<file path="config.mk">
export PLATFORM = sky130hd
export DESIGN_NAME = phit_packer_float
export DESIGN_NICKNAME = d
export VERILOG_FILES = /design/src/rtl/phit_packer_float.sv
export SDC_FILE = /design/constraint.sdc
export NUM_CORES = 2
export LEC_CHECK = 0
export ABC_AREA = 1
export CORE_MARGIN = 2
export CORE_UTILIZATION = 45
export CTS_BUF_LIST = sky130_fd_sc_hd__clkbuf_8
export CTS_CLUSTER_SIZE = 24
export DETAILED_ROUTE_END_ITERATION = 7
export PLACE_DENSITY_LB_ADDON = 0.05
export SKIP_LAST_GASP = 1
export SLEW_MARGIN = 25
export SYNTH_ARGS = -nofsm -noshare
export SYNTH_HDL_FRONTEND = slang
export SYNTH_SLANG_ARGS = --single-unit
</file>
<file path="constraint.sdc">
create_clock -name clk -period 59.3 [get_ports clk]
set_input_delay 14.825 -clock clk [delete_from_list [all_inputs] [get_ports clk]]
set_output_delay 14.825 -clock clk [all_outputs]
set_load 0.01 [all_outputs]
</file>
<file path="src/rtl/phit_packer_float.sv">
// phit_packer_float: assembles a stream of 64-bit doubles into phit-wide words.
// An early close via s_last emits a zero-padded phit together with a per-lane keep mask.
module phit_packer_float #(
  parameter int PHIT_SIZE = 512,
  parameter int DWIDTH    = 64,
  parameter int LANES     = PHIT_SIZE / DWIDTH,
  parameter int CNT_W     = 32
) (
  input  logic                 clk,
  input  logic                 rst,
  input  logic                 s_valid,
  output logic                 s_ready,
  input  logic [DWIDTH-1:0]    s_data,
  input  logic                 s_last,
  output logic                 m_valid,
  input  logic                 m_ready,
  output logic [PHIT_SIZE-1:0] m_data,
  output logic [LANES-1:0]     m_keep,
  output logic                 m_last,
  output logic [CNT_W-1:0]     phit_cnt
);

  localparam int IDX_W = $clog2(LANES);
  localparam logic [IDX_W-1:0] LAST_LANE = IDX_W'(LANES - 1);

  logic [LANES-1:0][DWIDTH-1:0] r_asm;
  logic [LANES-1:0]             r_keep;
  logic [IDX_W-1:0]             r_cnt;
  logic                         r_m_valid;
  logic [LANES-1:0][DWIDTH-1:0] r_m_data;
  logic [LANES-1:0]             r_m_keep;
  logic                         r_m_last;
  logic [CNT_W-1:0]             r_phit_cnt;

  logic                         w_in_fire;
  logic                         w_out_fire;
  logic                         w_close;
  logic [LANES-1:0][DWIDTH-1:0] w_next_data;
  logic [LANES-1:0]             w_next_keep;

  assign s_ready    = !r_m_valid || m_ready;
  assign w_in_fire  = s_valid && s_ready;
  assign w_out_fire = r_m_valid && m_ready;
  assign w_close    = (r_cnt == LAST_LANE) || s_last;

  assign m_valid  = r_m_valid;
  assign m_data   = r_m_data;
  assign m_keep   = r_m_keep;
  assign m_last   = r_m_last;
  assign phit_cnt = r_phit_cnt;

  // Assembly contents with the incoming element merged at lane r_cnt; lanes above are zeroed.
  always_comb begin
    w_next_data = {(LANES * DWIDTH){1'b0}};
    w_next_keep = {LANES{1'b0}};
    for (int i = 0; i < LANES; i++) begin
      if (IDX_W'(i) < r_cnt) begin
        w_next_data[i] = r_asm[i];
        w_next_keep[i] = r_keep[i];
      end else if (IDX_W'(i) == r_cnt) begin
        w_next_data[i] = s_data;
        w_next_keep[i] = 1'b1;
      end else begin
        w_next_data[i] = {DWIDTH{1'b0}};
        w_next_keep[i] = 1'b0;
      end
    end
  end

  // Assembly register: accumulate lanes, clear on close.
  always_ff @(posedge clk or posedge rst) begin
    if (rst) begin
      r_asm  <= {(LANES * DWIDTH){1'b0}};
      r_keep <= {LANES{1'b0}};
      r_cnt  <= {IDX_W{1'b0}};
    end else if (w_in_fire) begin
      if (w_close) begin
        r_asm  <= {(LANES * DWIDTH){1'b0}};
        r_keep <= {LANES{1'b0}};
        r_cnt  <= {IDX_W{1'b0}};
      end else begin
        r_asm  <= w_next_data;
        r_keep <= w_next_keep;
        r_cnt  <= r_cnt + IDX_W'(1);
      end
    end
  end

  // Output register and accepted-phit counter; a close may reload while the old phit drains.
  always_ff @(posedge clk or posedge rst) begin
    if (rst) begin
      r_m_valid  <= 1'b0;
      r_m_data   <= {(LANES * DWIDTH){1'b0}};
      r_m_keep   <= {LANES{1'b0}};
      r_m_last   <= 1'b0;
      r_phit_cnt <= {CNT_W{1'b0}};
    end else begin
      if (w_in_fire && w_close) begin
        r_m_valid <= 1'b1;
        r_m_data  <= w_next_data;
        r_m_keep  <= w_next_keep;
        r_m_last  <= s_last;
      end else if (w_out_fire) begin
        r_m_valid <= 1'b0;
      end
      if (w_out_fire) begin
        r_phit_cnt <= r_phit_cnt + CNT_W'(1);
      end
    end
  end

endmodule
</file>
**Word-level counts from Yosys, hierarchy flattened**

Index checks and enable logic that the tools add are counted.

- Add/sub/neg operators: 2
- Divide/modulo/power cells: 0
- Reductions and logical operators: 8
- Equal/unequal tests: 8
- $mul: 0
- Shift operators: 0
- $lt $le $gt $ge: 8
- Bitwise logic cells: 0
- Muxes and demuxes: 37

Operator list:

| cell | count |
|---|---|
| two-way mux 64 bit | 16 |
| two-way mux 512 bit | 1 |
| adder 32 x 1 -> 32 bit, second input constant | 1 |
| two-way mux 1 bit | 18 |
| == test 3 bit, first input constant | 4 |
| < comparator 3 bit, first input constant | 4 |
| two-way mux 8 bit | 1 |
| == test 2 x 3 -> 1 bit, first input constant | 2 |
| < comparator 1 x 3 -> 1 bit, first input constant | 2 |
| < comparator 2 x 3 -> 1 bit, first input constant | 2 |
| adder 3 x 1 -> 3 bit, second input constant | 1 |
| == test 1 x 3 -> 1 bit, first input constant | 1 |
| == test 3 bit, second input constant | 1 |
| logical AND 1 bit | 3 |
| logical NOT 3 bit | 1 |
| two-way mux 3 bit | 1 |
| logical OR 1 bit | 2 |
| nonzero test 2 bit | 1 |
| logical NOT 1 bit | 1 |

- Latch bits: 0
- Register bits: 1077
- Output and inout port bits: 555
- Bits in writable memories: 0
- Memories kept: 0
- Memory bits (read-only): 0
- Logic and storage cells: 85

**Longest topological paths before layout**

- Depth after elaboration: 5
- Depth in mapped cells: 12

**Worst setup path after synthesis**

OpenSTA, ideal clock, no wires.

- Kind: input to output
- From: in m_ready
- To: out s_ready
- Stages on the path: 2
- Buffers on the path: 0
- Arrival: 14.939 ns
- Setup slack: 29.536 ns
- Path through: inv_2 -> nand2_2

- Longest elaborated chain between the ends: 1

RTL lines:

| element | RTL line | RTL |
|---|---|---|
| from (decl) | 16 | `input logic m_ready,` |
| logical OR 1 bit | 41 | `assign s_ready = !r_m_valid \|\| m_ready;` |
| to (decl) | 12 | `output logic s_ready,` |

No other way between the ends.

**Worst setup path after layout**

Ends and elaborated chain as after synthesis.

==> flow_summary.yaml <==
clocking:
  hold_buffers: 0
  insertion_delay_ns: 0.85
  numCtsBuffers: 172
  clk_pin_slew_ns: 0.06
  clockBufferDepth: 3
  cts_tree: "yes"
  cts_max_level: 4
  clock_tree.root_cell: "clkbuf_8"
  cts_setup_buffers: 0
  cts_sinks: 1012
  post_cts_resized: 0
worst_setup_path:
  path_cells: "clkdlybuf4s50_1 > inv_2 > nand2_2 > clkdlybuf4s50_1"
  slowest_delay_ns: 0.55
  arrival_ns: 16.03
  critPathKind: "in2out"
  crit_slowest_cell: "clkdlybuf4s50_1"
  cp_max_fo: 3
  critPathCaptureType: "output port"
  crit_top_cell: "clkdlybuf4s50_1"
  reg2reg_setup_slack_ns: 54.76
  worst-path-buf-inv: 3
  startpoint_type: "primary input"
  critPathRequiredTime_ns: 44.48
  crit_family: "buffers and inverters"
power:
  swShare: 0.306
  leakage_uw: 0.0245
  power.switching_uw: 524
  intPower_uw: 1190
  ir_worst_vdd_v: 0.0000197
  power.density_nw_per_um2: 32.7
  pwr-share-clk: 0.357
  seqPwrFrac: 0.461
  combPwrFrac: 0.182
synthesis:
  yosysWarnings: 0
  synth_xor_area_frac: 0.00292
  ys_seq_area_frac: 0.603
  synth.net_count: 4890
  synthFlopType: "dfrtp_1"
  synth-compound-area-share: 0.140
  yosysMostFrequentCell: "nand2_1"
  synth-async-reset-ratio: 1.00
  netlist_top_cells_area: "dfrtp_1 60%, nand2_1 17%, o22ai_1 5.7%"
  synth_cell_types: 25
  ys_ff_latch: 1012
  synthAdderAreaFrac: 0.00149
  avgSynthCellArea_um2: 8.72
  synth_edf_count: 0
  ys_top_cells_by_count: "1853 x nand2_1, 1012 x dfrtp_1, 486 x inv_1"
  syn_area_um2: 42000
  yosys.area_share.simple: 0.176
  synthMuxAreaShare: 0
  syn_inst: 4816
  synth_area_leader_cell: "dfrtp_1"
  synth_top_area_frac: 0.603
  synth_top_family_by_area: "simple AND/OR/NAND/NOR gates"
grt:
  grt_overflow: 0
  grt_pass1_vias: 34042
  grt_usage: 0.297
  grt_max_degree: 244
  antenna_found_initial: 3
  grt_pass1_wl_um: 216000
min_path:
  hold_path.class: "reg2reg"
drt:
  routed_via_density: 5.33
  drtIter0Drc: 3328
  ant_nets: 0
  via_count: 35762
  wire_per_inst_um: 21.4
  route.detailed.drc: 0
  drt_first_pass_iters: 5
  routed_wl_um: 143000
floorplan:
  ios: 624
  fp.dieW_um: 309
  die-area_um2: 95800
  core_um2: 92900
  initial_core_util: 0.452
  rows: 112
  die_h_um: 309
finish:
  drive_above_1_share: 0.0526
  layout.nets: 5411
  area_growth_pct: 24.5
sta:
  worst_pin_slew_ns: 1.09
  fin_worst_skew_ns: 0.0215
  fmax_mhz: 32.4
  slew_headroom: 0.274
  setup-violations-final: 0
  post-route-period-util: 0.520
  slew_viol_final: 0
  timing.setup.tns_ns: 0
  rsz0062_at_grt: "false"
  finalCriticalPeriod_ns: 30.85
  hold_ws_ns: 0.473
  hold_viol_final: 0
job:
  maxCapViolations: 0
placed_design:
  portBuffers: 623
  gp_congestion: 0.809
  hpwl_um: 82800
run_status:
  status: "complete, no violations"
## final timing paths
kind                                      from                       to  cells after the start
setup reg to reg           m_valid$_DFFE_PP0P_   r_asm[260]$_DFFE_PP0P_                      8
hold / removal              m_last$_DFFE_PP0P_       m_last$_DFFE_PP0P_                      2
max in group asynchronous                  rst    m_data[8]$_DFFE_PP0P_                      5
min in group asynchronous                  rst  m_data[175]$_DFFE_PP0P_                      2
setup / recovery                       m_ready                  s_ready                      4
hold reg to reg             m_last$_DFFE_PP0P_       m_last$_DFFE_PP0P_                      2
## sequential cells by signal, summed over array words and instances (netlist names)
signal and count:
m_data 512, m_keep 8, m_last 1, m_valid 1, phit_cnt 32, r_asm 448, r_cnt 3, r_keep 7
## cells in the final DEF (no fill, tap or decap), types with 5 or more instances in the layout
cell	synthesis	layout
buf_12	0	6
o22ai_1	385	385
nand2_4	1	5
nand2_1	1853	1847
clkinv_2	0	9
o21ai_0	434	433
nand3_1	20	16
ha_1	5	5
clkdlybuf4s50_1	0	623
buf_4	12	25
clkinvlp_4	0	5
clkbuf_8	0	211
inv_1	486	549
nand4_1	11	11
o21ai_1	163	163
nor2_1	36	36
a22oi_1	64	64
nand3b_1	8	8
xor2_1	10	10
dfrtp_1	1012	1012
## tightest hold or removal path, cell delays in order, from the launching register on
cell     delay [ns]
dfrtp_1        0.35
nand2_1        0.05
nand2_1        0.04
## layout make-up
class                   count  area [um2]
fillers                  8642       40600
diodes                      2        5.00
inverters                 491        1870
flip-flops and latches   1012       25300
multi-input cells        3000       13600
clock buffers             211        2900
clock inverters            80         387
well taps                1254        1570
repair buffers            660        6660
## kinds of logic (layout without fill, tap and decap cells)
group                    after synthesis  after routing
other                                  0              2
buffers and inverters                804           1442
AND/OR/NAND/NOR                     1935           1935
AO/OA/AOI/OAI                       1046           1046
XOR/XNOR                              14             14
adder cells (fa/ha/maj)                5              5
flip-flops                          1012           1012
## per-stage QoR
| step | util | setup slack (ns) | power (uW) | cells | instance area [um2] |
|---|---|---|---|---|---|
| after global placement | 0.526 | 28.43 | 1110 | 6414 | 48900 |
| after detailed placement | 0.527 | 28.45 | 1110 | 6414 | 48900 |
| after CTS | 0.562 | 28.45 | 1720 | 6705 | 52200 |
| final | 0.563 | 28.45 | 1710 | 6710 | 52300 |
| after floorplan | - | 16.00 | 944 | 4816 | 42000 |
| after global routing | 0.563 | 28.38 | 1790 | 6710 | 52300 |
## power by group through the flow
stage / clock network (uW) / logic (uW) / registers (uW)
global placement: 0 / 308 / 799
global route: 655 / 339 / 794
floorplan: 0 / 137 / 807
detailed placement: 0 / 311 / 799
finish: 611 / 311 / 789
CTS: 623 / 313 / 788
## metal layers
| layer | track usage | up-vias | part of all wire |
|---|---|---|---|
| met5 | 0 | - | 0.000077 |
| met4 | 0.110 | 2 | 0.033 |
| li1 | - | 16490 | - |
| met1 | 0.407 | 17782 | 0.43 |
| met3 | 0.0751 | 226 | 0.077 |
| met2 | 0.458 | 1262 | 0.46 |
No activity file was read; power rests on OpenSTA's default activity.
